**config.mk**
```make
export PLATFORM = sky130hd
export DESIGN_NAME = fpu_seq_ctrl_flat
export DESIGN_NICKNAME = d
export VERILOG_FILES = /design/src/rtl/fpu_seq_pkg.sv /design/src/rtl/fpu_seq_ctrl_if.sv /design/src/rtl/fpu_lat_lookup.sv /design/src/rtl/fpu_seq_ctrl.sv /design/src/flat_wrapper.sv
export SDC_FILE = /design/constraint.sdc
export NUM_CORES = 1
export LEC_CHECK = 0
export CAP_MARGIN = 20
export CORE_MARGIN = 2
export CORE_UTILIZATION = 40
export CTS_CLUSTER_SIZE = 14
export DETAILED_ROUTE_END_ITERATION = 7
export GPL_TIMING_DRIVEN = 0
export PLACE_DENSITY = 0.78
export SYNTH_ARGS = -nofsm -noshare
export SYNTH_HDL_FRONTEND = slang
export SYNTH_SLANG_ARGS = --single-unit
```
**constraint.sdc**
```tcl
create_clock -name in_clk -period 4.75 [get_ports in_clk]
set_input_delay 1.425 -clock in_clk [delete_from_list [all_inputs] [get_ports in_clk]]
set_output_delay 1.425 -clock in_clk [all_outputs]
set_load 0.005 [all_outputs]
```
**src/rtl/fpu_seq_pkg.sv**
```systemverilog
// Shared definitions for the FP sequencer: op-code constants, FSM state
// encoding and field widths.
package fpu_seq_pkg;

    localparam int unsigned OP_W  = 4;
    localparam int unsigned RD_W  = 5;
    localparam int unsigned CNT_W = 5;

    localparam logic [OP_W-1:0] FP_OP_ADD    = 4'd0;
    localparam logic [OP_W-1:0] FP_OP_MUL    = 4'd1;
    localparam logic [OP_W-1:0] FP_OP_DIV    = 4'd2;
    localparam logic [OP_W-1:0] FP_OP_MIN    = 4'd3;
    localparam logic [OP_W-1:0] FP_OP_MAX    = 4'd4;
    localparam logic [OP_W-1:0] FP_OP_CVTFF  = 4'd5;
    localparam logic [OP_W-1:0] FP_OP_CVTFI  = 4'd6;
    localparam logic [OP_W-1:0] FP_OP_SGNJ   = 4'd7;
    localparam logic [OP_W-1:0] FP_OP_CMP    = 4'd8;
    localparam logic [OP_W-1:0] FP_OP_MV     = 4'd9;

    typedef enum logic [1:0] {
        IDLE = 2'd0,
        EXEC = 2'd1,
        WB   = 2'd2
    } state_t;

endpackage

```
**src/rtl/fpu_seq_ctrl_if.sv**
```systemverilog
// Decode <-> FP sequencer handshake bundle.
//   master: decode/control side (drives in_*, observes out_*)
//   slave : sequencer side (observes in_*, drives out_*)
interface fpu_seq_ctrl_if;

    logic                           in_valid;
    logic [fpu_seq_pkg::OP_W-1:0]   in_fp_op;
    logic [fpu_seq_pkg::RD_W-1:0]   in_rd;
    logic                           in_flush;
    logic                           out_fpu_start;
    logic [fpu_seq_pkg::OP_W-1:0]   out_fpu_op;
    logic                           out_stall;
    logic                           out_wb_en;
    logic [fpu_seq_pkg::RD_W-1:0]   out_wb_rd;
    logic                           out_illegal;

    modport master (
        output in_valid, in_fp_op, in_rd, in_flush,
        input  out_fpu_start, out_fpu_op, out_stall, out_wb_en, out_wb_rd, out_illegal
    );

    modport slave (
        input  in_valid, in_fp_op, in_rd, in_flush,
        output out_fpu_start, out_fpu_op, out_stall, out_wb_en, out_wb_rd, out_illegal
    );

endinterface

```
**src/rtl/fpu_lat_lookup.sv**
```systemverilog
// Op-code to {legal, latency-1} decode for the FP sequencer.
// Divide is only legal when FPU_DIV_EN is defined.
//   op       : FP op select
//   legal_c  : op is sequenced by this build
//   lat_m1_c : EXEC cycles minus one (counter preload)
module fpu_lat_lookup
    import fpu_seq_pkg::*;
#(
    parameter int unsigned LAT_ADD  = 3,
    parameter int unsigned LAT_MUL  = 4,
    parameter int unsigned LAT_DIV  = 16,
    parameter int unsigned LAT_MISC = 1
) (
    input  logic [OP_W-1:0]  op,
    output logic             legal_c,
    output logic [CNT_W-1:0] lat_m1_c
);

    localparam int unsigned LAT_MAX = (1 << CNT_W) - 1;

    // Latencies must fit the down-counter and be at least one cycle.
    if (LAT_ADD == 0 || LAT_ADD > LAT_MAX || LAT_MUL == 0 || LAT_MUL > LAT_MAX ||
        LAT_DIV == 0 || LAT_DIV > LAT_MAX || LAT_MISC == 0 || LAT_MISC > LAT_MAX) begin : g_lat_range
        $error("fpu_lat_lookup: every latency must be within 1..%0d", LAT_MAX);
    end

    always_comb begin
        legal_c  = 1'b0;
        lat_m1_c = '0;
        case (op)
            FP_OP_ADD: begin
                legal_c  = 1'b1;
                lat_m1_c = CNT_W'(LAT_ADD - 1);
            end
            FP_OP_MUL: begin
                legal_c  = 1'b1;
                lat_m1_c = CNT_W'(LAT_MUL - 1);
            end
            FP_OP_DIV: begin
`ifdef FPU_DIV_EN
                legal_c  = 1'b1;
                lat_m1_c = CNT_W'(LAT_DIV - 1);
`else
                legal_c  = 1'b0;
`endif
            end
            FP_OP_MIN, FP_OP_MAX, FP_OP_CVTFF, FP_OP_CVTFI,
            FP_OP_SGNJ, FP_OP_CMP, FP_OP_MV: begin
                legal_c  = 1'b1;
                lat_m1_c = CNT_W'(LAT_MISC - 1);
            end
            default: begin
                legal_c  = 1'b0;
                lat_m1_c = '0;
            end
        endcase
    end

endmodule

```
**src/rtl/fpu_seq_ctrl.sv**
```systemverilog
// Multi-cycle FP sequencer: accepts one decoded FP op, issues it to the FPU,
// counts its fixed latency while stalling the pipeline, then emits a
// one-cycle FP register-file write-back. All outputs are registered.
// Optional feature macro: FPU_DIV_EN (enables sequencing of divide).
//   in_clk, in_rst_n : clock, asynchronous active-low reset
//   bus (slave)      : in_valid/in_fp_op/in_rd/in_flush from decode;
//                      out_fpu_start/out_fpu_op/out_stall/out_wb_en/
//                      out_wb_rd/out_illegal to FPU, pipeline and FP RF
module fpu_seq_ctrl
    import fpu_seq_pkg::*;
#(
    parameter int unsigned LAT_ADD  = 3,
    parameter int unsigned LAT_MUL  = 4,
    parameter int unsigned LAT_DIV  = 16,
    parameter int unsigned LAT_MISC = 1
) (
    input  logic          in_clk,
    input  logic          in_rst_n,
    fpu_seq_ctrl_if.slave bus
);

    state_t             state_q, state_d;
    logic [CNT_W-1:0]   cnt_q, cnt_d;
    logic [RD_W-1:0]    rd_q, rd_d;
    logic               start_q, start_d;
    logic [OP_W-1:0]    op_q, op_d;
    logic               stall_q, stall_d;
    logic               wb_en_q, wb_en_d;
    logic [RD_W-1:0]    wb_rd_q, wb_rd_d;
    logic               illegal_q, illegal_d;

    logic               legal_c;
    logic [CNT_W-1:0]   lat_m1_c;

    fpu_lat_lookup #(
        .LAT_ADD  (LAT_ADD),
        .LAT_MUL  (LAT_MUL),
        .LAT_DIV  (LAT_DIV),
        .LAT_MISC (LAT_MISC)
    ) u_lat (
        .op       (bus.in_fp_op),
        .legal_c  (legal_c),
        .lat_m1_c (lat_m1_c)
    );

    // Next-state and next-output logic; outputs default to their idle values.
    always_comb begin
        state_d   = state_q;
        cnt_d     = cnt_q;
        rd_d      = rd_q;
        start_d   = 1'b0;
        op_d      = '0;
        stall_d   = 1'b0;
        wb_en_d   = 1'b0;
        wb_rd_d   = '0;
        illegal_d = 1'b0;
        case (state_q)
            IDLE: begin
                // A flush in the same cycle cancels the presented op entirely.
                if (bus.in_valid && !bus.in_flush) begin
                    if (legal_c) begin
                        state_d = EXEC;
                        cnt_d   = lat_m1_c;
                        rd_d    = bus.in_rd;
                        start_d = 1'b1;
                        op_d    = bus.in_fp_op;
                        stall_d = 1'b1;
                    end else begin
                        illegal_d = 1'b1;
                    end
                end
            end
            EXEC: begin
                if (bus.in_flush) begin
                    state_d = IDLE;
                    cnt_d   = '0;
                end else if (cnt_q == '0) begin
                    state_d = WB;
                    stall_d = 1'b1;
                    wb_en_d = 1'b1;
                    wb_rd_d = rd_q;
                end else begin
                    cnt_d   = cnt_q - CNT_W'(1);
                    op_d    = op_q;
                    stall_d = 1'b1;
                end
            end
            WB: begin
                // The op is committed; a flush here has no effect.
                state_d = IDLE;
                cnt_d   = '0;
            end
            default: begin
                state_d = IDLE;
                cnt_d   = '0;
            end
        endcase
    end

    // State and registered outputs.
    always_ff @(posedge in_clk or negedge in_rst_n) begin
        if (!in_rst_n) begin
            state_q   <= IDLE;
            cnt_q     <= '0;
            rd_q      <= '0;
            start_q   <= 1'b0;
            op_q      <= '0;
            stall_q   <= 1'b0;
            wb_en_q   <= 1'b0;
            wb_rd_q   <= '0;
            illegal_q <= 1'b0;
        end else begin
            state_q   <= state_d;
            cnt_q     <= cnt_d;
            rd_q      <= rd_d;
            start_q   <= start_d;
            op_q      <= op_d;
            stall_q   <= stall_d;
            wb_en_q   <= wb_en_d;
            wb_rd_q   <= wb_rd_d;
            illegal_q <= illegal_d;
        end
    end

    assign bus.out_fpu_start = start_q;
    assign bus.out_fpu_op    = op_q;
    assign bus.out_stall     = stall_q;
    assign bus.out_wb_en     = wb_en_q;
    assign bus.out_wb_rd     = wb_rd_q;
    assign bus.out_illegal   = illegal_q;

endmodule
```
**src/flat_wrapper.sv**
```systemverilog
// flat-port wrapper written by rule: the top's interface ports become plain ports
module fpu_seq_ctrl_flat import fpu_seq_pkg::*;
#(
    parameter int unsigned LAT_ADD  = 3,
    parameter int unsigned LAT_MUL  = 4,
    parameter int unsigned LAT_DIV  = 16,
    parameter int unsigned LAT_MISC = 1
)
  (in_clk, in_rst_n, bus_in_valid, bus_in_fp_op, bus_in_rd, bus_in_flush, bus_out_fpu_start, bus_out_fpu_op, bus_out_stall, bus_out_wb_en, bus_out_wb_rd, bus_out_illegal);
  fpu_seq_ctrl_if bus_i ();
  input  logic in_clk;
  input  logic in_rst_n;
  input wire logic [$bits(bus_i.in_valid)-1:0] bus_in_valid;
  input wire logic [$bits(bus_i.in_fp_op)-1:0] bus_in_fp_op;
  input wire logic [$bits(bus_i.in_rd)-1:0] bus_in_rd;
  input wire logic [$bits(bus_i.in_flush)-1:0] bus_in_flush;
  output wire logic [$bits(bus_i.out_fpu_start)-1:0] bus_out_fpu_start;
  output wire logic [$bits(bus_i.out_fpu_op)-1:0] bus_out_fpu_op;
  output wire logic [$bits(bus_i.out_stall)-1:0] bus_out_stall;
  output wire logic [$bits(bus_i.out_wb_en)-1:0] bus_out_wb_en;
  output wire logic [$bits(bus_i.out_wb_rd)-1:0] bus_out_wb_rd;
  output wire logic [$bits(bus_i.out_illegal)-1:0] bus_out_illegal;
  assign bus_i.in_valid = bus_in_valid;
  assign bus_i.in_fp_op = bus_in_fp_op;
  assign bus_i.in_rd = bus_in_rd;
  assign bus_i.in_flush = bus_in_flush;
  assign bus_out_fpu_start = bus_i.out_fpu_start;
  assign bus_out_fpu_op = bus_i.out_fpu_op;
  assign bus_out_stall = bus_i.out_stall;
  assign bus_out_wb_en = bus_i.out_wb_en;
  assign bus_out_wb_rd = bus_i.out_wb_rd;
  assign bus_out_illegal = bus_i.out_illegal;
  fpu_seq_ctrl #(.LAT_ADD(LAT_ADD), .LAT_MUL(LAT_MUL), .LAT_DIV(LAT_DIV), .LAT_MISC(LAT_MISC)) u_core (.in_clk(in_clk), .in_rst_n(in_rst_n), .bus(bus_i));
endmodule
```
==> reports/metrics.cfg, run 1 <==
[run_status]
status=completed

[detailed_routing]
wl_per_cell_um=14.14
first_pass_iters=3
drc_errors=0
vias=765
routed_wl_um=2079
detail-route-antenna-nets=0
vias_per_cell=5.204
dr.first_iter.drc_count=6

[global_route]
grt_pass1_wl_um=3705
antenna_found_initial=0
grt_pass1_vias=798
grt_max_degree=26
gr-total-overflow=0
grtUsageTotal_pct=15.45

[clocking]
insertion_delay_ns=0.32
cts_tree=yes
ctsRootBufferMaster=clkbuf_4
cts_sinks=25
numCtsBuffers=3
hold_buffers=0
clk_path_buf_depth=2
cts_setup_buffers=0
clkTransAtPathRegs_ns=0.14
post_cts_resized=0
ctsHtreeMaxLevel=1

[setup_path]
crit_buf_inv=3
path_max_fanout=10
worstPathRequired_ns=4.98
endpoint_kind=register
critPathTopFamily=buffers and inverters
crit_chain=clkdlybuf4s50_1, nor2_1, o21a_1, nand2_1, inv_1, buf_2, mux2_2
cp_slowest_cell=clkdlybuf4s50_1
start_kind=input pin
path_class=in2reg
cpPeakStageDelay_ns=0.50
arrival_ns=3.16

[timing]
relSlewSlack_pct=74.53
fin_crit_ns=2.930
final.setup_skew_ns=0.002534
setup_tns_ns=0
grt_setup_unrepaired=no
setup_violations=0
final_hold_viol_count=0
worstMarginPinSlew_ns=0.3780
slew_viol_final=0
fin_crit_sh_pct=61.69
fmax_mhz=341.3

[placed_design]
placed_area_sq_um=1351
io_buffer_count=25
dpl.hpwl_um=1579
place_congestion=0.8416

[final_layout]
fin_area_sq_um=1398
drive_gt1_share_pct=16.24
n_fill_cell=222
area_growth_pct=31.41
nets=132
diodes=0

[flow_run]
maxCapViolations=0

[floorplanning]
io-pin-count=26
fp.dieH_um=55.57
die_w_um=55.57
floorplan.rows=18
dieArea_sq_um=3087
start_util_pct=42.54
core-area_sq_um=2500

[synth]
synth_warnings=0
ys_types=31
async_reset_ff_share_pct=100.0
syn-cell-area_sq_um=1064
netlist_instances=87
synth_enable_flop_cells=0
synth_ff_type=dfrtp_1
ys_ff_latch=25
synth-seq-area-share_pct=58.82
avgSynthCellArea_sq_um=12.22
synth_nets=101

[power_and_ir_drop]
vdd_drop_max_mv=0.2578
powerDensity_nw_per_um2=383.8
power.total_uw=536.4
power.leakage_uw=0.0006283

[min_path]
hp-class=reg2reg

==> synthesized netlist by cell type (3+ instances only) <==
cell type | count | area, sq um
inv_1 | 3 | 11.26
o21bai_1 | 3 | 22.52
o21ai_0 | 3 | 15.01
mux2_2 | 5 | 56.30
nor2_1 | 6 | 22.52
nand2_1 | 3 | 11.26
a22o_1 | 4 | 35.03
nor3_1 | 3 | 15.01
and2_1 | 5 | 31.28
dfrtp_1 | 25 | 625.6
==> registers in the layout, summed over array words and instances (netlist names) <==
| name | flops |
|---|---|
| u_core.bus.out_stall | 1 |
| u_core.bus.out_wb_en | 1 |
| u_core.state_q | 2 |
| u_core.bus.out_wb_rd | 5 |
| u_core.bus.out_illegal | 1 |
| u_core.cnt_q | 5 |
| u_core.bus.out_fpu_start | 1 |
| u_core.bus.out_fpu_op | 4 |
| u_core.rd_q | 5 |
==> cell type report <==
type                    count  area [sq um]  share of cell area, %
inverters                   3         11.26                 0.8057
clock buffers               3         22.52                  1.611
well taps                  30         37.54                  2.686
repair buffers             26         265.3                  18.98
flip-flops and latches     25         625.6                  44.76
plain buffers               3         13.76                 0.9848
multi-input cells          56         412.9                  29.54
clock inverters             1         8.758                 0.6267
==> path summary, 6_finish.rpt <==
| check | from | end | slack (ns) | cells past startpoint |
|---|---|---|---|---|
| max | bus_in_fp_op[1] | u_core.rd_q[2] | 1.82 | 7 |
| min in group asynchronous | in_rst_n | u_core.cnt_q[3] | 1.31 | 1 |
| max reg2reg | u_core.cnt_q[0] | u_core.cnt_q[1] | 2.77 | 7 |
| max in group asynchronous | in_rst_n | u_core.bus.out_fpu_op[0] | 3.02 | 2 |
| min reg2reg | u_core.rd_q[4] | u_core.bus.out_wb_rd[4] | 0.50 | 1 |
| min | u_core.rd_q[4] | u_core.bus.out_wb_rd[4] | 0.50 | 1 |
==> cells by family (layout without fill, tap and decap cells) <==
family | Yosys count | in the layout | synth area share, %
AO/OA/AOI/OAI | 20 | 20 | 14.23
adder cells (fa/ha/maj) | 1 | 1 | 1.176
AND/OR/NAND/NOR | 28 | 28 | 16.24
multiplexers | 7 | 7 | 7.176
flip-flops | 25 | 25 | 58.82
buffers and inverters | 6 | 36 | 2.353
==> report_power, final <==
part | internal (uW) | switching, uW
clock network | 34.3 | 66.8
registers | 251 | 24.7
logic | 87.1 | 72.4
total | 373 | 164
==> per-layer routing <==
layer	global-route usage (%)	wire length, um	share of wire, %	vias to the layer above
met5	0	0	0	-
met4	5.226	18	0.87	0
met3	6.323	146	7.0	2
met2	24.66	1027	49	19
met1	18.88	887	43	373
li1	-	-	-	371
==> per-stage QoR <==
stage	std cells	hold slack (ns)	setup slack, ns	util, %
6_report	147	0.5035	1.820	55.91
5_1_grt	147	0.5346	1.759	55.91
4_1_cts	146	0.4986	1.845	55.31
3_5_place_dp	142	0.4650	1.485	54.05
3_3_place_gp	142	0.4571	1.544	54.05
2_1_floorplan	87	0.4494	2.196	-
==> cells in the final DEF, fill, tap and decap left out, types with 2 or more instances in the layout <==
master,Yosys,layout
a21oi_1,2,2
clkbuf_4,0,3
clkdlybuf4s50_1,0,25
buf_2,2,2
o21ai_0,3,3
and2_1,5,5
a22o_1,4,4
nor2b_1,2,2
o21bai_1,3,3
mux2i_1,2,2
dfrtp_1,25,25
nor3_1,3,3
or2_2,2,2
inv_1,3,3
nor2_1,6,6
o21a_1,2,2
nand2_1,3,3
mux2_2,5,5
Note: power is estimated with default switching activity, not from simulation.
==> run 2: changes to the inputs <==
PLACE_DENSITY = 0.8   (was 0.78)
clock period = 2.67 ns   (was 4.75 ns; I/O delays follow)
==> reports/metrics.cfg, run 2 (same netlist as run 1, synthesis figures left out) <==
[global_route]
antenna_found_initial=0  ; unchanged
grtUsageTotal_pct=14.78  ; was 15.45%
gr-total-overflow=0  ; unchanged
grt_max_degree=26  ; unchanged
grt_pass1_wl_um=3546  ; was 3705 um
grt_pass1_vias=798  ; unchanged

[timing]
relSlewSlack_pct=59.49  ; was 74.53%
fmax_mhz=437.6
grt_setup_unrepaired=no  ; unchanged
worstMarginPinSlew_ns=0.6058  ; was 0.3780 ns
final_hold_viol_count=0  ; unchanged
fin_crit_sh_pct=85.58
setup_violations=0  ; unchanged
setup_slack_ns=0.3849  ; was 1.820 ns
hold_ws_ns=0.4968  ; was 0.5035 ns
setup_tns_ns=0  ; unchanged
final.setup_skew_ns=0.003091  ; was 0.002534 ns
slew_viol_final=0  ; unchanged
fin_crit_ns=2.285

[floorplanning]
io-pin-count=26  ; unchanged
dieArea_sq_um=3087  ; unchanged
floorplan.rows=18  ; unchanged
fp.dieH_um=55.57  ; unchanged
die_w_um=55.57  ; unchanged
start_util_pct=42.54  ; unchanged
core-area_sq_um=2500  ; unchanged

[clocking]
hold_buffers=0  ; unchanged
cts_setup_buffers=0  ; unchanged
insertion_delay_ns=0.31  ; was 0.32 ns
numCtsBuffers=3  ; unchanged
ctsRootBufferMaster=clkbuf_4  ; unchanged
clk_path_buf_depth=2  ; unchanged
cts_sinks=25  ; unchanged
post_cts_resized=0  ; unchanged
clkTransAtPathRegs_ns=0.13  ; was 0.14 ns
cts_tree=yes  ; unchanged
ctsHtreeMaxLevel=1  ; unchanged

[detailed_routing]
dr.first_iter.drc_count=20  ; was 6
detail-route-antenna-nets=0  ; unchanged
first_pass_iters=4  ; was 3
vias_per_cell=5.224  ; was 5.204
vias=768  ; was 765
wl_per_cell_um=14.23  ; was 14.14 um
drc_errors=0  ; unchanged
routed_wl_um=2092  ; was 2079 um

[power_and_ir_drop]
powerDensity_nw_per_um2=674.4  ; was 383.8 nW/um^2
vdd_drop_max_mv=0.5115  ; was 0.2578 mV
power.leakage_uw=0.0006277  ; was 0.0006283 uW

[placed_design]
placed_cells=142  ; unchanged
dp_slack_ns=0.05013  ; was 1.485 ns
dpl.hpwl_um=1557  ; was 1579 um
io_buffer_count=25  ; unchanged
placed_area_sq_um=1351  ; unchanged
place_congestion=0.8729  ; was 0.8416

[final_layout]
drive_gt1_share_pct=16.24  ; unchanged
area_growth_pct=31.06  ; was 31.41%
nets=132  ; unchanged
n_fill_cell=236  ; was 222
fin_area_sq_um=1394  ; was 1398 sq um
instances_no_fill=147  ; unchanged
diodes=0  ; unchanged
final_cell_mix=clkdlybuf4s50_1 (25), dfrtp_1 (25), nor2_1 (6)  ; unchanged

[min_path]
hp-start=u_core.rd_q[3]  ; was u_core.rd_q[4]
hp-class=reg2reg  ; unchanged
hold_depth=1  ; unchanged

[setup_path]
endpoint_kind=register  ; unchanged
r2r_setup_slack_ns=0.63  ; was 2.77 ns
reg2regPathDepth=7  ; unchanged
path_max_fanout=10  ; unchanged
arrival_ns=2.50  ; was 3.16 ns
path_class=in2reg  ; unchanged
crit_start=bus_in_flush  ; was bus_in_fp_op[1]
r2r_start=u_core.cnt_q[0]  ; unchanged
start_kind=input pin  ; unchanged
worstPathRequired_ns=2.88  ; was 4.98 ns

[flow_run]
maxCapViolations=0  ; unchanged

[run_status]
status=completed  ; unchanged

[run 2: cell count changes in the layout (fill, tap and decap cells not counted), sizes merged]
| cell | delta |
|---|---|
| inv | -1 |
| clkinv | +1 |
[run 2: report_power, final]
group	internal (uW)	leakage (uW)	switching (uW)
Combinational	155	0.000280	130
Sequential	447	0.000330	44.5
Clock	55.9	0.0000177	108
[run 2: final timing paths]
path,to
worst max-delay path,u_core.rd_q[2]
worst min-delay path,u_core.bus.out_wb_rd[3]
worst max register to register,u_core.cnt_q[1]
worst min register to register,u_core.bus.out_wb_rd[3]
max in group asynchronous,u_core.bus.out_fpu_start
min in group asynchronous,u_core.cnt_q[2]
[run 2: metrics by stage]
stage / utilization (%) / power (uW)
CTS: 55.16 / 946.7
global placement: 54.05 / 764.5
finish: 55.76 / 940.1
floorplan: - / 679.7
detailed placement: 54.05 / 782.4
global route: 55.76 / 1004
[run 2: routing by layer]
layer  GRT usage [%]  wire, um
met1           18.54       908
met2           23.81      1044
met3           4.918       124
met4           5.226        14
met5               0         0
[run 2: cell type report]
type                    instances  area (sq um)  area share (%)
flip-flops and latches         25         625.6           44.88
multi-input cells              56         412.9           29.62
repair buffers                 26         265.3           19.03
well taps                      30         37.54           2.693
clock buffers                   3         22.52           1.616
plain buffers                   3         13.76          0.9874
inverters                       3         11.26          0.8079
clock inverters                 1         5.005          0.3591
[run 2: critical path, cell delays in order]
cell and delay, ns:
clkdlybuf4s50_1 0.48, nor2b_1 0.27, o21a_1 0.18, nand2_1 0.08, inv_1 0.09, buf_2 0.23
mux2_2 0.36
